File: src/rtl/ysyx_23060201_ifu_pkg.sv
// Shared types and constants for the instruction fetch unit.
// State encoding is fixed so that waveforms and debug tools agree.
package ysyx_23060201_ifu_pkg;

  localparam logic [31:0] IFU_RESET_PC = 32'h8000_0000;
  localparam int          IFU_XLEN     = 32;

  typedef enum logic [1:0] {
    S_IDLE = 2'd0,
    S_REQ  = 2'd1,
    S_WAIT = 2'd2,
    S_HOLD = 2'd3
  } ifu_state_t;

  function automatic logic [31:0] align_pc(
    input logic [31:0] a
  );
    return {a[31:2], 2'b00};
  endfunction

endpackage

File: src/rtl/ysyx_23060201_ifu.sv
// Single-outstanding, non-speculative instruction fetch unit.
// Owns the PC, fetches one word at a time and holds it for decode.
module ysyx_23060201_ifu
  import ysyx_23060201_ifu_pkg::*;
#(
  parameter logic [31:0] RESET_PC = IFU_RESET_PC,
  parameter int          XLEN     = IFU_XLEN
) (
  input  logic            clk,
  input  logic            rst,
  output logic            mem_req_valid,
  input  logic            mem_req_ready,
  output logic [XLEN-1:0] mem_req_addr,
  input  logic            mem_resp_valid,
  input  logic [XLEN-1:0] mem_resp_data,
  input  logic            mem_resp_err,
  output logic            inst_valid,
  input  logic            inst_ready,
  output logic [XLEN-1:0] inst,
  output logic [XLEN-1:0] inst_pc,
  output logic            inst_err,
  input  logic            redirect_valid,
  input  logic [XLEN-1:0] redirect_pc
);

  ifu_state_t      state, state_nxt;
  logic [XLEN-1:0] pc, pc_nxt;
  logic            kill, kill_nxt;
  logic            latch;
  logic            req_fire;
  logic            inst_fire;

  assign req_fire  = mem_req_valid && mem_req_ready;
  assign inst_fire = inst_valid && inst_ready;

  always_ff @(posedge clk or posedge rst) begin
    if (rst) begin
      state <= S_IDLE;
      pc    <= RESET_PC;
      kill  <= 1'b0;
    end else begin
      state <= state_nxt;
      pc    <= pc_nxt;
      kill  <= kill_nxt;
    end
  end

  always_ff @(posedge clk or posedge rst) begin
    if (rst) begin
      inst     <= '0;
      inst_pc  <= '0;
      inst_err <= 1'b0;
    end else if (latch) begin
      inst     <= mem_resp_data;
      inst_pc  <= pc;
      inst_err <= mem_resp_err;
    end
  end

  // A redirect overrides every other event of the same cycle.
  always_comb begin
    state_nxt = state;
    pc_nxt    = pc;
    kill_nxt  = kill;
    latch     = 1'b0;
    if (redirect_valid) begin
      pc_nxt = align_pc(redirect_pc);
      unique case (state)
        S_IDLE: state_nxt = S_REQ;
        S_REQ: begin
          if (req_fire) begin
            state_nxt = S_WAIT;
            kill_nxt  = 1'b1;
          end
        end
        S_WAIT: begin
          if (mem_resp_valid) begin
            state_nxt = S_REQ;
            kill_nxt  = 1'b0;
          end else begin
            kill_nxt  = 1'b1;
          end
        end
        S_HOLD: state_nxt = S_REQ;
        default: state_nxt = S_IDLE;
      endcase
    end else begin
      unique case (state)
        S_IDLE: state_nxt = S_REQ;
        S_REQ: begin
          if (req_fire) state_nxt = S_WAIT;
        end
        S_WAIT: begin
          if (mem_resp_valid) begin
            kill_nxt  = 1'b0;
            latch     = !kill;
            state_nxt = kill ? S_REQ : S_HOLD;
          end
        end
        S_HOLD: begin
          if (inst_fire) begin
            pc_nxt    = pc + XLEN'(4);
            state_nxt = S_REQ;
          end
        end
        default: state_nxt = S_IDLE;
      endcase
    end
  end

  always_comb begin
    mem_req_valid = (state == S_REQ);
    inst_valid    = (state == S_HOLD);
  end

  assign mem_req_addr = pc;

  // Responses are only legal while a fetch is outstanding.
  resp_in_wait: assert property (
    @(posedge clk) disable iff (rst)
    mem_resp_valid |-> (state == S_WAIT)
  );

endmodule

File: config.mk
export PLATFORM = sky130hd
export DESIGN_NAME = ysyx_23060201_ifu
export DESIGN_NICKNAME = d
export VERILOG_FILES = /design/src/rtl/ysyx_23060201_ifu_pkg.sv /design/src/rtl/ysyx_23060201_ifu.sv
export SDC_FILE = /design/constraint.sdc
export NUM_CORES = 1
export LEC_CHECK = 0
export CAP_MARGIN = 20
export CORE_AREA = 4 4 138 140
export DETAILED_ROUTE_END_ITERATION = 8
export DIE_AREA = 0 0 142 144
export GPL_TIMING_DRIVEN = 1
export PLACE_DENSITY = 0.54
export SETUP_SLACK_MARGIN = 0.15
export SYNTH_ARGS = -nofsm -noshare
export SYNTH_HDL_FRONTEND = slang
export SYNTH_SLANG_ARGS = --single-unit
File: constraint.sdc
create_clock -name clk -period 3.75 [get_ports clk]
set_input_delay 0.375 -clock clk [delete_from_list [all_inputs] [get_ports clk]]
set_output_delay 0.375 -clock clk [all_outputs]
set_load 0.01 [all_outputs]
==> insert_results.sql, run 1 <==
INSERT INTO impl_metrics (metric_group, metric, value, unit) VALUES
('layout', 'areaGrowthSynthToFinish', '49.3', '%'),
('global_route', 'grt_start_max_net_pins', '62', ''),
('route', 'drt_iter0_drc', '104', ''),
('route', 'detailroute.via_count', '3613', ''),
('timing', 'drv_slew', '0', ''),
('timing', 'report.final.setup_viol', '0', ''),
('worst_setup_path', 'setup.worst_path.start_class', 'flop', ''),
('timing', 'final_hold_violating_endpoints', '0', ''),
('timing', 'hold_ws', '0.400', 'ns'),
('cts', 'worst_case_clock_buffer_depth', '2', ''),
('worst_setup_path', 'ff2ff_setup_slack', '1.13', 'ns'),
('cts', 'htree_num_levels', '3', ''),
('synth', 'synth_largest_area_cell', 'sky130_fd_sc_hd__dfrtp_1', ''),
('power', 'p_leak', '2.81', 'nW'),
('worst_setup_path', 'critical_path.most_common_cell', 'sky130_fd_sc_hd__or4_1', ''),
('timing', 'fmax', '381', 'MHz'),
('status', 'run_status', 'completed', ''),
('route', 'number_of_routed_nets_with_antenna_violations', '0', ''),
('synth', 'synth.most_common_cell', 'sky130_fd_sc_hd__dfrtp_1', ''),
('global_route', 'grt_use_total', '12.5', '%'),
('cts', 'worst_setup_hold_path_clk_slew', '0.07', 'ns'),
('die', 'die_x', '142', 'um'),
('timing', 'fin_worst_skew', '0.00499', 'ns'),
('power', 'max_vdd_drop', '0.000199', 'V'),
('place', 'hpwl', '9.44', 'mm'),
('worst_setup_path', 'cp.arrival', '2.88', 'ns'),
('min_path', 'hold_path_class', 'in2async', ''),
('global_route', 'grt-ovfl-total', '0', ''),
('timing', 'setup_total_negative_slack', '0', 'ns'),
('route', 'drc_errors', '0', ''),
('synth', 'synth.avg_cell_area', '11.6', 'sq um'),
('synth', 'synth-compound-area-share', '8.47', '%'),
('layout', 'final_nets', '614', ''),
('die', 'floorplan.rows', '49', ''),
('synth', 'post_synth_main_area_contributors', 'sky130_fd_sc_hd__dfrtp_1 (54%), sky130_fd_sc_hd__mux2_2 (16%), sky130_fd_sc_hd__nand2_1 (2.5%)', ''),
('synth', 'dominant_combinational_cell_family_by_area_after_synthesis', 'multiplexers', ''),
('die', 'die_area', '20400', 'sq um'),
('die', 'floorplan.initialDensity', '24.7', '%'),
('worst_setup_path', 'crit_buf_inv', '0', ''),
('worst_setup_path', 'critical_path.cell_chain', 'ha_1, nand2_1, or4_1, or4_1, a31oi_1', ''),
('synth', 'postSynthRegisterBits', '96', ''),
('synth', 'post_synth_num_cell_types', '43', ''),
('cts', 'insertion_delay', '0.34', 'ns'),
('cts', 'cts.sink_count', '96', ''),
('route', 'postRouteWirelength', '12.9', 'mm'),
('synth', 'synth_flop_type', 'sky130_fd_sc_hd__dfrtp_1', ''),
('synth', 'netlist_instances', '379', ''),
('job', 'max-cap-violations', '0', ''),
('place', 'gpl.final_weighted_congestion', '0.727', ''),
('worst_setup_path', 'critPathCaptureType', 'flop', ''),
('cts', 'post-cts-setup-buffer-count', '0', ''),
('layout', 'drive_gt1_share', '16.6', '%'),
('synth', 'synthSimpleGateAreaFrac', '13.7', '%'),
('cts', 'cts.root.buffer_cell', 'sky130_fd_sc_hd__clkbuf_16', ''),
('place', 'portBuffers', '163', ''),
('worst_setup_path', 'crit_path_max_incr_delay', '0.87', 'ns'),
('die', 'io_pins', '170', ''),
('timing', 'worst_pin_slew', '0.850', 'ns'),
('timing', 'timing.final.crit_share', '69.9', '%'),
('die', 'placeableCoreArea', '17800', 'sq um'),
('timing', 'unrepaired_setup_endpoints_after_global_routing', 'no', ''),
('worst_setup_path', 'cp_top_family', 'simple AND/OR/NAND/NOR gates', ''),
('die', 'die_height', '144', 'um'),
('synth', 'ys_warns', '0', ''),
('synth', 'synthDominantCellAreaShare', '54.0', '%'),
('worst_setup_path', 'worst-endpoint-required', '4.01', 'ns'),
('synth', 'synth_area', '4400', 'sq um'),
('global_route', 'via_count_of_the_first_global_routing_pass', '3795', ''),
('cts', 'cts_tree', 'done', ''),
('synth', 'synth-edff-count', '0', ''),
('cts', 'cts.hold.buffers_added', '0', '');
-- state kept, by name, indices dropped and copies added, names as in the netlist --
register      cells
inst             32
mem_req_addr     30
inst_err          1
inst_pc          30
state             2
kill              1
-- cell type report --
cell class | instances | area, sq um | share of cell area, %
inverter | 13 | 51.3 | 0.780
multi-input combinational | 252 | 1870 | 28.4
clock buffer | 13 | 280 | 4.26
tap | 229 | 287 | 4.36
antenna | 1 | 2.50 | 0.0381
clock inverter | 3 | 21.3 | 0.324
timing repair buffer | 166 | 1660 | 25.3
sequential | 96 | 2400 | 36.6
-- per-stage QoR --
step,setup slack (ns),utilization (%),power [mW],area [sq um],std cells
floorplan,0.871,-,1.78,4420,382
global placement,0.993,35.1,2.33,6270,756
detailed placement,0.878,35.1,2.35,6270,756
CTS,1.10,36.8,3.31,6570,772
global route,0.959,36.9,3.44,6580,773
finish,1.13,36.9,3.24,6580,773
-- power by group --
part,internal [mW],switching (mW)
Clock,0.524,0.400
Sequential,1.23,0.146
Combinational,0.573,0.371
Total,2.33,0.917
-- routing by layer --
metal	part of all wire, %	up-vias	GRT usage [%]	wire length [um]
li1	-	1700	-	-
met1	42	1782	14.9	5460
met2	48	113	20.9	6210
met3	7.4	18	4.13	957
met4	2.2	0	4.90	280
met5	0	-	0	0
-- path summary, 6_finish.rpt --
kind	start	endpoint	cells past startpoint
setup / recovery	state[0]$_DFFE_PP0P_	mem_req_addr[29]$_DFFE_PP0P_	5
min in group clk	inst[6]$_DFFE_PP0P_	inst[6]$_DFFE_PP0P_	1
hold / removal	rst	inst[14]$_DFFE_PP0P_	2
max in group asynchronous	rst	mem_req_addr[6]$_DFFE_PP0P_	3
setup reg to reg	state[0]$_DFFE_PP0P_	mem_req_addr[29]$_DFFE_PP0P_	5
hold reg to reg	inst[6]$_DFFE_PP0P_	inst[6]$_DFFE_PP0P_	1
-- cells in the final DEF (no fill, tap or decap), drive strengths merged, types with 4 or more instances in the layout --
cell           instances
clkdlybuf4s50        162
conb                   4
and3                   6
mux2                  63
or4                    8
xnor2                  5
nand4                 12
inv                   14
a311o                  5
dfrtp                 95
nor3                   4
nand2                 29
and4                   4
a31oi                 11
buf                    4
o31ai                  6
clkbuf                13
ha                     5
xor2                   5
nor2                  23
o21ai                 17
or3                    4
nand3                 15
-- logic make-up (layout without fill, tap and decap cells) --
logic type | Yosys count | count (layout)
other cells | 1 | 5
simple gates | 115 | 115
buf+inv | 34 | 195
compound gates | 54 | 54
xor+xnor | 10 | 10
fa+ha+maj | 5 | 5
mux | 64 | 64
flops | 96 | 96
No activity file was read; power rests on OpenSTA's default activity.
==> run 2: changes to the inputs <==
Clock period 3.75 ns to 2.49 ns, I/O delays scaled along.
==> run 2 against run 1 <==
Compared with the run above:
- core utilization increased by 1.0 points
- clock-buffer cell count decreased by 1
- sequential power increased by 50%
- worst hold slack got worse by 0.060 ns
- power increased by 57%
- non-clock buffer count increased by 13
- wire length increased by 0.72%
- via count increased by 2.0%
==> insert_results.sql, run 2 (synthesized netlist as in run 1, its figures left out) <==
INSERT INTO impl_metrics (metric_group, metric, value, unit) VALUES
('timing', 'drv_slew', '0', ''),
('layout', 'final_nets', '627', ''),
('place', 'hpwl', '9.70', 'mm'),
('route', 'detailroute.via_count', '3687', ''),
('global_route', 'use_met3', '4.20', '%'),
('worst_setup_path', 'timing.rr.end', 'mem_req_addr[17]$_DFFE_PP0P_', ''),
('power', 'power.density', '752', 'nW/um^2'),
('die', 'die_height', '144', 'um'),
('timing', 'relSlewSlack', '56.5', '%'),
('worst_setup_path', 'r2r_path_start', 'state[1]$_DFFE_PP0P_', ''),
('route', 'drt-wirelength-per-cell', '16.5', 'um'),
('cts', 'cts.root.buffer_cell', 'sky130_fd_sc_hd__clkbuf_16', ''),
('layout', 'most-common-layout-cells', 'sky130_fd_sc_hd__clkdlybuf4s50_1 (162), sky130_fd_sc_hd__dfrtp_1 (95), sky130_fd_sc_hd__mux2_2 (63), sky130_fd_sc_hd__nand2_1 (29), sky130_fd_sc_hd__nor2_1 (23)', ''),
('die', 'die_area', '20400', 'sq um'),
('global_route', 'grt-ovfl-total', '0', ''),
('cts', 'cts.hold.buffers_added', '0', ''),
('die', 'floorplan.rows', '49', ''),
('worst_setup_path', 'worst-endpoint-required', '2.75', 'ns'),
('global_route', 'grt_start_max_net_pins', '44', ''),
('layout', 'seqCellArea', '2400', 'sq um'),
('place', 'worst_case_setup_slack_after_placement', '0.133', 'ns'),
('worst_setup_path', 'cp.arrival', '2.46', 'ns'),
('power', 'p_leak', '2.89', 'nW'),
('cts', 'numCtsBuffers', '9', ''),
('die', 'placeableCoreArea', '17800', 'sq um'),
('global_route', 'via_count_of_the_first_global_routing_pass', '3939', ''),
('die', 'floorplan.initialDensity', '24.7', '%'),
('layout', 'areaGrowthSynthToFinish', '53.4', '%'),
('layout', 'layout.cells.most_common', 'sky130_fd_sc_hd__clkdlybuf4s50_1', ''),
('status', 'run_status', 'completed', ''),
('route', 'drt_iter0_drc', '119', ''),
('global_route', 'wire_length_of_the_first_global_routing_pass', '20.9', 'mm'),
('cts', 'cts_tree', 'done', ''),
('layout', 'largest_reg_flops', '32', ''),
('place', 'portBuffers', '163', ''),
('worst_setup_path', 'reg2regPathDepth', '6', ''),
('global_route', 'grt_antenna_before_repair', '2', ''),
('timing', 'finalCriticalPeriod', '2.20', 'ns'),
('timing', 'setup_total_negative_slack', '0', 'ns'),
('route', 'number_of_routed_nets_with_antenna_violations', '0', ''),
('layout', 'area_of_combinational_cells_with_multiple_inputs', '1880', 'sq um'),
('worst_setup_path', 'critical_path.max_fanout', '20', ''),
('timing', 'fin_worst_skew', '0.00537', 'ns'),
('route', 'vias_per_cell', '4.68', ''),
('layout', 'largest_register_by_flop_count', 'inst', ''),
('global_route', 'globalRouteMet1Util', '15.6', '%'),
('die', 'die_x', '142', 'um'),
('worst_setup_path', 'ff2ff_setup_slack', '0.29', 'ns'),
('global_route', 'grt_use_total', '12.9', '%'),
('route', 'postRouteWirelength', '13.0', 'mm'),
('global_route', 'busiest_layer', 'met2', ''),
('route', 'drc_errors', '0', ''),
('global_route', 'grtUsageMet2', '21.6', '%'),
('job', 'max-cap-violations', '0', ''),
('cts', 'cts.sink_count', '96', ''),
('timing', 'fmax', '454', 'MHz'),
('die', 'io_pins', '170', ''),
('worst_setup_path', 'critPathCaptureType', 'flop', ''),
('timing', 'worst_pin_slew', '0.650', 'ns'),
('worst_setup_path', 'setup.worst_path.start_class', 'flop', ''),
('place', 'gpl.final_weighted_congestion', '0.769', ''),
('layout', 'drive_gt1_share', '18.5', '%'),
('timing', 'final_critical_path_setup_slack', '0.288', 'ns'),
('cts', 'htree_num_levels', '3', ''),
('cts', 'worst_setup_hold_path_clk_slew', '0.07', 'ns'),
('timing', 'timing.final.crit_share', '88.4', '%'),
('power', 'max_vdd_drop', '0.000340', 'V'),
('min_path', 'hold_path_class', 'in2async', ''),
('cts', 'worst_case_clock_buffer_depth', '2', ''),
('cts', 'insertion_delay', '0.34', 'ns'),
('timing', 'unrepaired_setup_endpoints_after_global_routing', 'no', ''),
('layout', 'fill_cells', '1727', ''),
('timing', 'report.final.setup_viol', '0', ''),
('worst_setup_path', 'setup.worst_path.class', 'reg2reg', ''),
('timing', 'final_hold_violating_endpoints', '0', ''),
('route', 'drt_pass1_iterations', '6', '');
-- run 2: repair_timing --
item                                    4_1_cts  5_1_grt
setup buffers                                 0        1
endpoints found under the setup margin        0        6
resized for setup                             0        2
-- run 2: power breakdown --
part | switching (mW) | total (mW) | internal (mW)
logic | 0.582 | 1.48 | 0.895
clock network | 0.601 | 1.54 | 0.938
registers | 0.212 | 2.06 | 1.85
-- run 2: layout make-up --
cell class,count,area share [%]
multi-input cells,252,27.8
well taps,229,4.24
flip-flops and latches,96,35.6
repair buffers,179,26.6
diodes,2,0.0741
clock buffers,12,3.80
inverters,13,0.778
clock inverters,4,1.13
-- run 2: critical path, cell delays in order (launching register included) --
cell                      delay [ns]
sky130_fd_sc_hd__dfrtp_1        0.44
sky130_fd_sc_hd__ha_4           0.19
sky130_fd_sc_hd__nand2_1        0.07
sky130_fd_sc_hd__or4_1          0.57
sky130_fd_sc_hd__buf_12         0.18
sky130_fd_sc_hd__or4_1          0.49
sky130_fd_sc_hd__a31oi_1        0.18
-- run 2: metrics by stage --
step / cell area [sq um] / total power, mW / util (%) / cells / hold slack [ns]
2_1_floorplan: 4420 / 2.69 / - / 382 / 0.368
3_3_place_gp: 6400 / 3.53 / 35.9 / 768 / 0.491
3_5_place_dp: 6400 / 3.57 / 35.9 / 768 / 0.494
4_1_cts: 6730 / 5.16 / 37.7 / 784 / 0.353
5_1_grt: 6760 / 5.40 / 37.9 / 787 / 0.376
6_report: 6760 / 5.08 / 37.9 / 787 / 0.339
-- run 2: worst max-delay path by stage --
stage | cells past startpoint | slack [ns] | endpoint | startpoint
6_report | 6 | 0.29 | mem_req_addr[17]$_DFFE_PP0P_ | state[1]$_DFFE_PP0P_
5_1_grt | 6 | 0.19 | mem_req_addr[27]$_DFFE_PP0P_ | state[1]$_DFFE_PP0P_
4_1_cts | 6 | 0.15 | mem_req_addr[17]$_DFFE_PP0P_ | state[0]$_DFFE_PP0P_
3_5_place_dp | 6 | 0.13 | mem_req_addr[17]$_DFFE_PP0P_ | inst_ready
3_3_place_gp | 6 | 0.16 | mem_req_addr[21]$_DFFE_PP0P_ | inst_ready
2_1_floorplan | 6 | 0.26 | mem_req_addr[27]$_DFFE_PP0P_ | state[0]$_DFFE_PP0P_
-- run 2: per-layer routing --
metal	vias to the layer above	wire (um)
li1	1730	-
met1	1823	5510
met2	118	6310
met3	16	929
met4	0	253
met5	-	0
==> run 3: changes to the inputs <==
Settings changed: CORE_AREA 4 4 138 140 to 4 4 106 108, DIE_AREA 0 0 142 144 to 0 0 110 112, PLACE_DENSITY 0.54 to 0.82.
==> run 3 against run 2 <==
Compared with the run above:
- clock power decreased by 32%
- critical path depth unchanged
- worst hold slack got worse by 0.068 ns
- flip-flop and latch count unchanged
- design area fell by 4.3%
- power fell by 10%
- core utilization rose by 25 points
- critical path type unchanged
- largest power group unchanged
==> insert_results.sql, run 3 (synthesized netlist as in run 1, its figures left out) <==
INSERT INTO impl_metrics (metric_group, metric, value, unit) VALUES
('layout', 'largest_register_by_flop_count', 'inst', ''),
('cts', 'htree_num_levels', '3', ''),
('die', 'placeableCoreArea', '10200', 'sq um'),
('place', 'post-place-cells', '672', ''),
('power', 'post-layout-total-power', '4.57', 'mW'),
('cts', 'numCtsBuffers', '9', ''),
('layout', 'fin_util', '63.2', '%'),
('global_route', 'grt_antenna_before_repair', '0', ''),
('min_path', 'hold_path_class', 'in2async', ''),
('cts', 'cts.root.buffer_cell', 'sky130_fd_sc_hd__clkbuf_8', ''),
('power', 'power.clock.fraction', '22.8', '%'),
('timing', 'relSlewSlack', '65.1', '%'),
('power', 'pwr-share-seq', '45.3', '%'),
('power', 'p_leak', '2.81', 'nW'),
('layout', 'layout.cells.most_common', 'sky130_fd_sc_hd__clkdlybuf4s50_1', ''),
('route', 'detailroute.via_count', '3639', ''),
('timing', 'final_critical_path_setup_slack', '0.232', 'ns'),
('timing', 'drv_slew', '0', ''),
('timing', 'timing.final.crit_share', '90.7', '%'),
('layout', 'seqCellArea', '2400', 'sq um'),
('timing', 'hold_ws', '0.271', 'ns'),
('layout', 'most-common-layout-cells', 'sky130_fd_sc_hd__clkdlybuf4s50_1 (162), sky130_fd_sc_hd__dfrtp_1 (94), sky130_fd_sc_hd__mux2_2 (63), sky130_fd_sc_hd__nand2_1 (29), sky130_fd_sc_hd__nor2_1 (23)', ''),
('route', 'number_of_routed_nets_with_antenna_violations', '0', ''),
('timing', 'fmax', '443', 'MHz'),
('layout', 'fin_cells', '690', ''),
('global_route', 'wire_length_of_the_first_global_routing_pass', '19.0', 'mm'),
('layout', 'largest_reg_flops', '32', ''),
('worst_setup_path', 'r2r_path_start', 'state[0]$_DFFE_PP0P_', ''),
('route', 'drt_iter0_drc', '125', ''),
('global_route', 'via_count_of_the_first_global_routing_pass', '3759', ''),
('global_route', 'grt-ovfl-total', '0', ''),
('die', 'die_x', '110', 'um'),
('route', 'postRouteWirelength', '11.7', 'mm'),
('die', 'floorplan.rows', '37', ''),
('route', 'drc_errors', '0', ''),
('layout', 'antenna-diode-count', '0', ''),
('place', 'gpl.final_weighted_congestion', '0.782', ''),
('timing', 'final_hold_violating_endpoints', '0', ''),
('power', 'intPower', '3.26', 'mW'),
('layout', 'fill_cells', '807', ''),
('layout', 'final_nets', '625', ''),
('worst_setup_path', 'setup.worst_path.class', 'reg2reg', ''),
('worst_setup_path', 'crit_path_max_incr_delay', '0.54', 'ns'),
('die', 'die_height', '112', 'um'),
('timing', 'fin_worst_skew', '0.00920', 'ns'),
('timing', 'worst_pin_slew', '0.522', 'ns'),
('layout', 'postLayoutCellArea', '6460', 'sq um'),
('die', 'io_pins', '170', ''),
('worst_setup_path', 'cpMaxStageDelayCell', 'sky130_fd_sc_hd__or4_1', ''),
('cts', 'worst_setup_hold_path_clk_slew', '0.09', 'ns'),
('layout', 'area_of_combinational_cells_with_multiple_inputs', '1880', 'sq um'),
('route', 'drt-wirelength-per-cell', '16.9', 'um'),
('worst_setup_path', 'critical_path.most_common_cell', 'sky130_fd_sc_hd__or4_1', ''),
('power', 'power.switching', '1.31', 'mW'),
('route', 'drt_pass1_iterations', '4', ''),
('worst_setup_path', 'critical_path.cell_chain', 'ha_4, nand2_1, or4_1, buf_4, or4_1, a31oi_1', ''),
('cts', 'insertion_delay', '0.36', 'ns'),
('die', 'die_area', '12300', 'sq um'),
('job', 'max-cap-violations', '0', ''),
('cts', 'cts_tree', 'done', ''),
('power', 'power.density', '707', 'nW/um^2'),
('timing', 'unrepaired_setup_endpoints_after_global_routing', 'no', ''),
('timing', 'setup_total_negative_slack', '0', 'ns'),
('layout', 'areaGrowthSynthToFinish', '46.8', '%'),
('die', 'floorplan.initialDensity', '43.0', '%'),
('timing', 'finalCriticalPeriod', '2.26', 'ns'),
('power', 'share_comb_of_total_power', '31.9', '%'),
('power', 'max_vdd_drop', '0.000465', 'V'),
('place', 'hpwl', '8.61', 'mm'),
('cts', 'cts.sink_count', '96', ''),
('worst_setup_path', 'critical_path.max_fanout', '20', ''),
('worst_setup_path', 'timing.critical_path.from', 'state[0]$_DFFE_PP0P_', ''),
('place', 'portBuffers', '163', ''),
('worst_setup_path', 'worst-endpoint-required', '2.76', 'ns'),
('worst_setup_path', 'critPathCaptureType', 'flop', ''),
('power', 'netSwitchingFraction', '28.6', '%'),
('global_route', 'grt_use_total', '19.5', '%'),
('route', 'vias_per_cell', '5.27', ''),
('global_route', 'grt_start_max_net_pins', '62', ''),
('place', 'worst_case_setup_slack_after_placement', '0.0803', 'ns'),
('worst_setup_path', 'setup.worst_path.start_class', 'flop', ''),
('worst_setup_path', 'cp.arrival', '2.53', 'ns'),
('timing', 'report.final.setup_viol', '0', ''),
('place', 'placed_cell_area', '6240', 'sq um'),
('status', 'run_status', 'completed', ''),
('layout', 'drive_gt1_share', '18.1', '%'),
('cts', 'worst_case_clock_buffer_depth', '2', '');
[run 3: layout make-up]
class | count | share of cell area, %
sequential | 96 | 37.2
multi-input combinational | 252 | 29.1
timing repair buffer | 177 | 27.2
tap | 136 | 2.63
clock buffer | 14 | 2.52
inverter | 13 | 0.813
clock inverter | 2 | 0.581
[run 3: worst paths after layout]
path,slack (ns),endpoint,cells past startpoint
min in group clk,0.34,mem_req_addr[10]$_DFFE_PP0P_,3
min reg2reg,0.51,inst[2]$_DFFE_PP0P_,1
min,0.27,inst[19]$_DFFE_PP0P_,2
max reg2reg,0.23,mem_req_addr[31]$_DFFE_PP1P_,6
max in group asynchronous,1.48,mem_req_addr[31]$_DFFE_PP1P_,3
max,0.23,mem_req_addr[31]$_DFFE_PP1P_,6
[run 3: repair_timing]
action	4_1_cts	5_1_grt
setup endpoints to repair	1	6
hold buffers	0	0
gates resized for setup	1	2
setup buffers	0	2
pin swaps	0	0
hold endpoints to repair	0	0
gates cloned	0	0
[run 3: worst max-delay path: cells and delay by family (launching register included)]
kind	cells	cell delay [ns]
AOI/OAI and AO/OA	1	0.23
and+or+nand+nor	3	1.11
buffers and inverters	1	0.21
DFF	1	0.44
adders and majority gates	1	0.18
[run 3: routing by layer]
layer	vias up	track usage [%]	share of wire, %
li1	1716	-	-
met1	1782	23.6	39
met2	125	32.9	51
met3	16	5.62	8.5
met4	0	6.57	1.6
met5	-	0	0
[run 3: power by group through the flow]
stage	clock, mW	sequential (mW)	combinational, mW
final	1.04	2.07	1.46
after global routing	1.15	2.12	1.58
after CTS	1.06	2.07	1.45
after detailed placement	0	2.10	1.44
after global placement	0	2.07	1.40
after floorplan	0	2.19	0.495
